## src/rtl/pipelined_adder_pkg.sv

```systemverilog
// rtl/pipelined_adder_pkg.sv - shared opcodes, default sizes and the full-adder cell
// Reused by the ALU front-end; keep OP_* encodings stable.
package pipelined_adder_pkg;

  localparam int DEF_WIDTH = 16;
  localparam int DEF_CHUNK = 4;

  localparam logic OP_ADD = 1'b0;
  localparam logic OP_SUB = 1'b1;

  typedef struct packed {
    logic cout;
    logic s;
  } fa_t;

  function automatic fa_t full_add(input logic a, input logic b, input logic cin);
    fa_t r;
    r.s    = a ^ b ^ cin;
    r.cout = (a & b) | (cin & (a ^ b));
    return r;
  endfunction

endpackage

```

## src/rtl/pipelined_adder_chunk.sv

```systemverilog
// rtl/pipelined_adder_chunk.sv - combinational CHUNK-bit ripple adder built from full-adder cells
module adder_chunk
  import pipelined_adder_pkg::*;
#(
  parameter int CHUNK = DEF_CHUNK
) (
  input  logic [CHUNK-1:0] a,
  input  logic [CHUNK-1:0] b,
  input  logic             cin,
  output logic [CHUNK-1:0] s,
  output logic             cout
);

  always_comb begin
    logic carry;
    fa_t  fa;
    carry = cin;
    fa    = '0;
    s     = '0;
    for (int i = 0; i < CHUNK; i++) begin
      fa    = full_add(a[i], b[i], carry);
      s[i]  = fa.s;
      carry = fa.cout;
    end
    cout = carry;
  end

endmodule

```

## src/rtl/pipelined_adder.sv

```systemverilog
// rtl/pipelined_adder.sv - pipelined adder/subtractor, one CHUNK-bit slice per stage
// Stage k owns slice k; operands skew forward and finished sum slices deskew alongside.
module pipelined_adder
  import pipelined_adder_pkg::*;
#(
  parameter int WIDTH = DEF_WIDTH,
  parameter int CHUNK = DEF_CHUNK
) (
  input  logic             clk,
  input  logic             rst,
  input  logic             in_valid,
  output logic             in_ready,
  input  logic [WIDTH-1:0] A,
  input  logic [WIDTH-1:0] B,
  input  logic             sub,
  output logic             out_valid,
  input  logic             out_ready,
  output logic [WIDTH-1:0] S,
  output logic             cout,
  output logic             ovf
);

  localparam int STAGES = WIDTH / CHUNK;
  localparam int LAST   = STAGES - 1;

  if ((WIDTH % CHUNK) != 0 || WIDTH < CHUNK) begin : g_bad_params
    $error("pipelined_adder: WIDTH must be a nonzero multiple of CHUNK");
  end

  logic             advance;
  logic             v_q   [STAGES];
  logic             sub_q [STAGES];
  logic             c_q   [STAGES];
  logic [WIDTH-1:0] a_q   [STAGES];
  logic [WIDTH-1:0] b_q   [STAGES];
  logic [WIDTH-1:0] s_q   [STAGES];
  logic [WIDTH-1:0] s_nx  [STAGES];
  logic [CHUNK-1:0] sum_w [STAGES];
  logic             co_w  [STAGES];

  assign advance  = !out_valid || out_ready;
  assign in_ready = advance && !rst;

  for (genvar k = 0; k < STAGES; k++) begin : g_stage
    adder_chunk #(.CHUNK(CHUNK)) u_chunk (
      .a   (a_q[k][k*CHUNK +: CHUNK]),
      .b   (b_q[k][k*CHUNK +: CHUNK]),
      .cin (c_q[k]),
      .s   (sum_w[k]),
      .cout(co_w[k])
    );
  end

  // Each stage drops its freshly computed slice into the travelling partial sum.
  always_comb begin
    for (int k = 0; k < STAGES; k++) begin
      s_nx[k] = s_q[k];
      s_nx[k][k*CHUNK +: CHUNK] = sum_w[k];
    end
  end

  always_ff @(posedge clk) begin
    if (rst) begin
      for (int k = 0; k < STAGES; k++) begin
        v_q[k] <= 1'b0;
        c_q[k] <= 1'b0;
      end
      out_valid <= 1'b0;
      S         <= '0;
      cout      <= 1'b0;
      ovf       <= 1'b0;
    end else if (advance) begin
      v_q[0]   <= in_valid;
      sub_q[0] <= sub;
      c_q[0]   <= (sub == OP_SUB);
      a_q[0]   <= A;
      b_q[0]   <= (sub == OP_SUB) ? ~B : B;
      s_q[0]   <= '0;
      for (int k = 1; k < STAGES; k++) begin
        v_q[k]   <= v_q[k-1];
        sub_q[k] <= sub_q[k-1];
        c_q[k]   <= co_w[k-1];
        a_q[k]   <= a_q[k-1];
        b_q[k]   <= b_q[k-1];
        s_q[k]   <= s_nx[k-1];
      end
      out_valid <= v_q[LAST];
      S         <= s_nx[LAST];
      cout      <= co_w[LAST];
      ovf       <= (a_q[LAST][WIDTH-1] == b_q[LAST][WIDTH-1]) &&
                   (s_nx[LAST][WIDTH-1] != a_q[LAST][WIDTH-1]);
    end
  end

endmodule

```

## config.mk

```make
export PLATFORM = sky130hd
export DESIGN_NAME = pipelined_adder
export DESIGN_NICKNAME = d
export VERILOG_FILES = /design/src/rtl/pipelined_adder_pkg.sv /design/src/rtl/pipelined_adder_chunk.sv /design/src/rtl/pipelined_adder.sv
export SDC_FILE = /design/constraint.sdc
export NUM_CORES = 1
export LEC_CHECK = 0
export ABC_AREA = 1
export CAP_MARGIN = 20
export CELL_PAD_IN_SITES_DETAIL_PLACEMENT = 1
export CELL_PAD_IN_SITES_GLOBAL_PLACEMENT = 1
export CORE_UTILIZATION = 50
export DETAILED_ROUTE_END_ITERATION = 10
export MAX_ROUTING_LAYER = met4
export PLACE_DENSITY = 0.86
export REMOVE_ABC_BUFFERS = 1
export SYNTH_ARGS = -nofsm -noshare
export SYNTH_HDL_FRONTEND = slang
export SYNTH_SLANG_ARGS = --single-unit
```

## constraint.sdc

```tcl
create_clock -name clk -period 6.36 [get_ports clk]
set_input_delay 0.954 -clock clk [delete_from_list [all_inputs] [get_ports clk]]
set_output_delay 0.954 -clock clk [all_outputs]
set_load 0.01 [all_outputs]
```

# Word-level counts from Yosys, hierarchy flattened

Memories as Yosys holds them, arrays and structs flattened. A register that Yosys moved wholly into a read port is not among the register bits.
Cells that the tools add are included.

Equality and inequality tests: 2
Mux-type cells: 14
Bitwise gates (word level): 89
Reduce and logical (&&, ||, !) cells: 5

Operator list:

| cell                  | count |
|---|---|
| 1-bit AND             | 32 |
| 1-bit bitwise XOR     | 32 |
| 1-bit bitwise OR      | 24 |
| 16-bit two-way mux    | 1 |
| 16-bit inverter       | 1 |
| 1-bit two-way mux     | 13 |
| 1-bit logical AND     | 2 |
| 1-bit logical NOT     | 2 |
| 1-bit equality test   | 1 |
| 1-bit logical OR      | 1 |
| 1-bit inequality test | 1 |

Register bits after elaboration: 18
Bits in writable memories: 200
Bits of input ports: 37
Output and inout port bits: 20
Logic and storage cells: 118
Memories kept: 5

Memory list:

| name | words | width | rd ports | clocked after memory_dff | write ports | line                  | source |
|---|---|---|---|---|---|---|---|
| a_q  | 4     | 16    | 4        | 0                        | 4           | pipelined_adder.sv:34 | `logic [WIDTH-1:0] a_q [STAGES];` |
| b_q  | 4     | 16    | 4        | 0                        | 4           | pipelined_adder.sv:35 | `logic [WIDTH-1:0] b_q [STAGES];` |
| s_q  | 4     | 16    | 4        | 1                        | 4           | pipelined_adder.sv:36 | `logic [WIDTH-1:0] s_q [STAGES];` |
| c_q  | 4     | 1     | 4        | 0                        | 4           | pipelined_adder.sv:33 | `logic c_q [STAGES];` |
| v_q  | 4     | 1     | 4        | 1                        | 4           | pipelined_adder.sv:31 | `logic v_q [STAGES];` |

# Depth between registers and ports, before layout

Depth in word-level cells: 10
Depth in mapped cells: 13
Mapped depth without buffers: 13

# By module

From an unflattened synthesis, not the netlist that was laid out.

Cells, all modules: 292
Area, all modules: 4729.5 um^2

Modules (own cells, without submodules):

| module          | times used | cells each | area each (um^2) |
|---|---|---|---|
| pipelined_adder | 1          | 236        | 4259.1 |
| adder_chunk     | 4          | 14         | 117.6 |

# Worst setup path after synthesis

OpenSTA, ideal clock, no wires.

Path type: in2out
Start: in out_ready
End: out in_ready
Data arrival time: 1810 ps
Slack: 3596 ps
Stages: 5
Path buffers: 1
Path through: inv_2 > nand2_2 > nand2_2 > inv_2 > buf_6

Cells in the longest elaborated chain, start to end: 2

Ends and longest elaborated chain:

| item               | line                  | source |
|---|---|---|
| start: declaration | pipelined_adder.sv:17 | `input logic out_ready,` |
| 1-bit logical OR   | pipelined_adder.sv:41 | `assign advance = !out_valid \|\| out_ready;` |
| 1-bit logical AND  | pipelined_adder.sv:42 | `assign in_ready = advance && !rst;` |
| end: declaration   | pipelined_adder.sv:12 | `output logic in_ready,` |

Every way passes these cells.

# Worst setup path in the final report

Ends and elaborated chain as after synthesis.

==> flow_results.xml <==
<?xml version="1.0" encoding="UTF-8"?>
<metrics>
  <group name="grt">
    <metric name="gr-total-overflow" unit="">0</metric>
    <metric name="grt_first_pass_wirelength" unit="µm">13000</metric>
    <metric name="grt_start_max_net_pins" unit="">68</metric>
    <metric name="grt_antenna_before_repair" unit="">0</metric>
    <metric name="grt_pass1_vias" unit="">2476</metric>
    <metric name="gr-usage-all-layers" unit="">0.197</metric>
  </group>
  <group name="layout">
    <metric name="layout_commonest_cell" unit="">sky130_fd_sc_hd__edfxtp_1</metric>
    <metric name="final-instance-count-excl-fill" unit="">471</metric>
    <metric name="antennaDiodeCount" unit="">0</metric>
    <metric name="fillerInstances" unit="">773</metric>
    <metric name="finalNetCount" unit="">404</metric>
    <metric name="layout.cells.most_common_list" unit="">112 x sky130_fd_sc_hd__edfxtp_1, 56 x sky130_fd_sc_hd__clkdlybuf4s50_1, 52 x sky130_fd_sc_hd__nand2_1, 40 x sky130_fd_sc_hd__inv_1, 20 x sky130_fd_sc_hd__clkbuf_16</metric>
    <metric name="layout-drive-gt1-share" unit="">0.0937</metric>
    <metric name="area_delta_synth_final" unit="%">26.2</metric>
  </group>
  <group name="place">
    <metric name="hpwlAfterDp" unit="µm">4940</metric>
    <metric name="post-place-cells" unit="">439</metric>
    <metric name="port_buffers" unit="">56</metric>
    <metric name="routability_cong" unit="">0.676</metric>
  </group>
  <group name="clock_tree">
    <metric name="clk_root_buffer_cell" unit="">sky130_fd_sc_hd__clkbuf_8</metric>
    <metric name="cts_htree_levels" unit="">4</metric>
    <metric name="post-cts-setup-buffers" unit="">0</metric>
    <metric name="clk_transition_reported_paths" unit="ns">0.05</metric>
    <metric name="hold_buffers" unit="">0</metric>
    <metric name="ctsLongestPathBuffers" unit="">2</metric>
    <metric name="clock_sink_count" unit="">131</metric>
    <metric name="worstSkewPairLatency" unit="ns">0.52</metric>
    <metric name="post_cts_resize_count" unit="">0</metric>
    <metric name="cts-buffers-inserted" unit="">17</metric>
    <metric name="cts_tree" unit="">yes</metric>
  </group>
  <group name="logic_synthesis">
    <metric name="synth_top_area_cell" unit="">sky130_fd_sc_hd__edfxtp_1</metric>
    <metric name="synth-seq-area-share" unit="">0.798</metric>
    <metric name="yosys.cell_types.count" unit="">15</metric>
    <metric name="area_share_of_the_largest_cell_type_after_synthesis" unit="">0.717</metric>
    <metric name="ys.warnings.count" unit="">0</metric>
    <metric name="syn_inst" unit="">279</metric>
    <metric name="synthesis.area" unit="µm²">4690</metric>
    <metric name="synthesis.area_per_instance" unit="µm²">16.8</metric>
    <metric name="synth-seq-cells" unit="">131</metric>
    <metric name="netlist_top_cells_area" unit="">sky130_fd_sc_hd__edfxtp_1 72%, sky130_fd_sc_hd__dfxtp_1 8.1%, sky130_fd_sc_hd__fa_1 6.8%, sky130_fd_sc_hd__nand2_1 4.2%, sky130_fd_sc_hd__inv_1 3.2%</metric>
  </group>
  <group name="routing">
    <metric name="postRouteAntennaNets" unit="">0</metric>
    <metric name="drt-total-wl" unit="µm">8210</metric>
    <metric name="per_cell_routed_wire_length" unit="µm">17.4</metric>
    <metric name="dr.first_iter.drc_count" unit="">117</metric>
    <metric name="vias_per_cell" unit="">4.80</metric>
    <metric name="detail_route.drc_violations" unit="">0</metric>
    <metric name="drt_pass1_iterations" unit="">4</metric>
    <metric name="routed-via-count" unit="">2259</metric>
  </group>
  <group name="die">
    <metric name="design.die.area" unit="µm²">9780</metric>
    <metric name="initial_core_util" unit="">0.528</metric>
    <metric name="die_x" unit="µm">98.9</metric>
    <metric name="rows" unit="">34</metric>
    <metric name="top_level_ports" unit="">57</metric>
    <metric name="die_height" unit="µm">98.9</metric>
    <metric name="core_area" unit="µm²">8890</metric>
  </group>
  <group name="sta">
    <metric name="worst_clock_skew" unit="ns">0.00658</metric>
    <metric name="slew_violations" unit="">0</metric>
    <metric name="achievable-frequency" unit="MHz">248</metric>
    <metric name="maxSlewHeadroom" unit="">0.387</metric>
    <metric name="max_slew.worst_pin.slew" unit="ns">0.916</metric>
    <metric name="post-route-period-util" unit="">0.633</metric>
    <metric name="grt_setup_unrepaired" unit="">no</metric>
    <metric name="final_period_minus_worst_setup_slack" unit="ns">4.03</metric>
    <metric name="setup_viol_count_final" unit="">0</metric>
    <metric name="fin_tns_setup" unit="ns">0</metric>
    <metric name="hold_viol" unit="">0</metric>
  </group>
  <group name="power_and_ir_drop">
    <metric name="fin_total_pwr" unit="mW">2.10</metric>
    <metric name="net-switching-power" unit="µW">444</metric>
    <metric name="seq_power_share" unit="">0.500</metric>
    <metric name="ir_worst_vdd" unit="µV">279</metric>
    <metric name="clockPowerShare" unit="">0.433</metric>
    <metric name="internal_power" unit="mW">1.66</metric>
    <metric name="power_frac_comb" unit="">0.066</metric>
    <metric name="power.switching_fraction" unit="">0.211</metric>
    <metric name="leakagePower" unit="nW">2.34</metric>
    <metric name="power.density" unit="nW/µm²">355</metric>
  </group>
  <group name="critical_path">
    <metric name="element_type_at_the_critical_path_end" unit="">output port</metric>
    <metric name="crit_fanout" unit="">67</metric>
    <metric name="worstPathArrival" unit="ns">3.07</metric>
    <metric name="timing.critical_path.from_type" unit="">primary input</metric>
    <metric name="path_class" unit="">primary input to output port</metric>
    <metric name="worst_endpoint_required_time" unit="ns">5.41</metric>
  </group>
  <group name="flow_run">
    <metric name="timing.max_cap.violations" unit="">0</metric>
  </group>
  <group name="run_status">
    <metric name="outcome" unit="">finished, final reports clean</metric>
  </group>
  <group name="worst_hold_path">
    <metric name="worstHoldPathType" unit="">register to register</metric>
  </group>
</metrics>
metrics by stage:
step,worst slack (ns),instance area (µm²),hold WS [ns],utilization
floorplan,2.94,4650,0.400,-
global placement,2.38,5350,0.401,0.602
finish,2.33,5920,0.416,0.666
global route,2.22,5920,0.420,0.666
detailed placement,2.32,5350,0.405,0.602
CTS,2.30,5920,0.417,0.666
power groups by stage:
stage / logic (mW) / clock network [mW] / registers [mW]
global route: 0.157 / 0.963 / 1.06
finish: 0.140 / 0.911 / 1.05
detailed placement: 0.142 / 0 / 1.07
CTS: 0.144 / 0.931 / 1.05
global placement: 0.127 / 0 / 1.06
floorplan: 0.0577 / 0 / 1.06
layout make-up:
class	instances	area, µm²	area share
Clock buffer	25	529	0.0894
Multi-Input combinational cell	101	744	0.126
Sequential cell	131	3740	0.632
Inverter	42	160	0.0270
Tap cell	108	135	0.0228
Timing Repair Buffer	57	568	0.0959
Clock inverter	7	41.3	0.00697
synthesized netlist by cell type:
cell,n
sky130_fd_sc_hd__nor2_1,10
sky130_fd_sc_hd__fa_1,16
sky130_fd_sc_hd__ha_1,1
sky130_fd_sc_hd__nand2_1,52
sky130_fd_sc_hd__inv_1,40
sky130_fd_sc_hd__dfxtp_1,19
sky130_fd_sc_hd__xor2_1,16
sky130_fd_sc_hd__nor2_4,1
sky130_fd_sc_hd__inv_2,2
sky130_fd_sc_hd__buf_6,3
sky130_fd_sc_hd__nand2_2,2
sky130_fd_sc_hd__buf_2,1
sky130_fd_sc_hd__o21ai_0,3
sky130_fd_sc_hd__buf_4,1
sky130_fd_sc_hd__edfxtp_1,112
path summary, 6_finish.rpt:
kind	from	end	slack, ns	cells after the start
max	out_ready	in_ready	2.33	6
min	b_q[0][15]$_DFFE_PP_	b_q[1][15]$_DFFE_PP_	0.42	0
max reg2reg	b_q[3][12]$_DFFE_PP_	ovf$_SDFFE_PP0N_	3.84	13
min reg2reg	b_q[0][15]$_DFFE_PP_	b_q[1][15]$_DFFE_PP_	0.42	0
sequential cells by signal, indices dropped and copies added, names as in the netlist:
signal / cells
a_q: 40
b_q: 40
v_q: 4
cout: 1
c_q: 4
s_q: 24
ovf: 1
out_valid: 1
S: 16
cell families after synthesis:
group                    synth area share
adder cells (fa/ha/maj)            0.0709
XOR/XNOR                           0.0299
AND/OR/NAND/NOR                    0.0547
flip-flops                          0.798
buffers and inverters              0.0435
AO/OA/AOI/OAI                     0.00320
critical path, stage by stage:
cell	delay, ns
sky130_fd_sc_hd__clkdlybuf4s50_1	0.47
sky130_fd_sc_hd__inv_2	0.04
sky130_fd_sc_hd__nand2_2	0.09
sky130_fd_sc_hd__nand2_2	0.20
sky130_fd_sc_hd__inv_4	0.64
sky130_fd_sc_hd__clkdlybuf4s50_1	0.68
metal layers:
metal  routed length (µm)  vias up  GRT usage  share of wire
met5                    0        -          -              0
met1                 3370     1116      0.220           0.41
li1                     -     1067          -              -
met4                  136        0     0.0723          0.017
met3                  345       14     0.0688          0.042
met2                 4350       62      0.327           0.53
(Power assumes the default switching activity.)
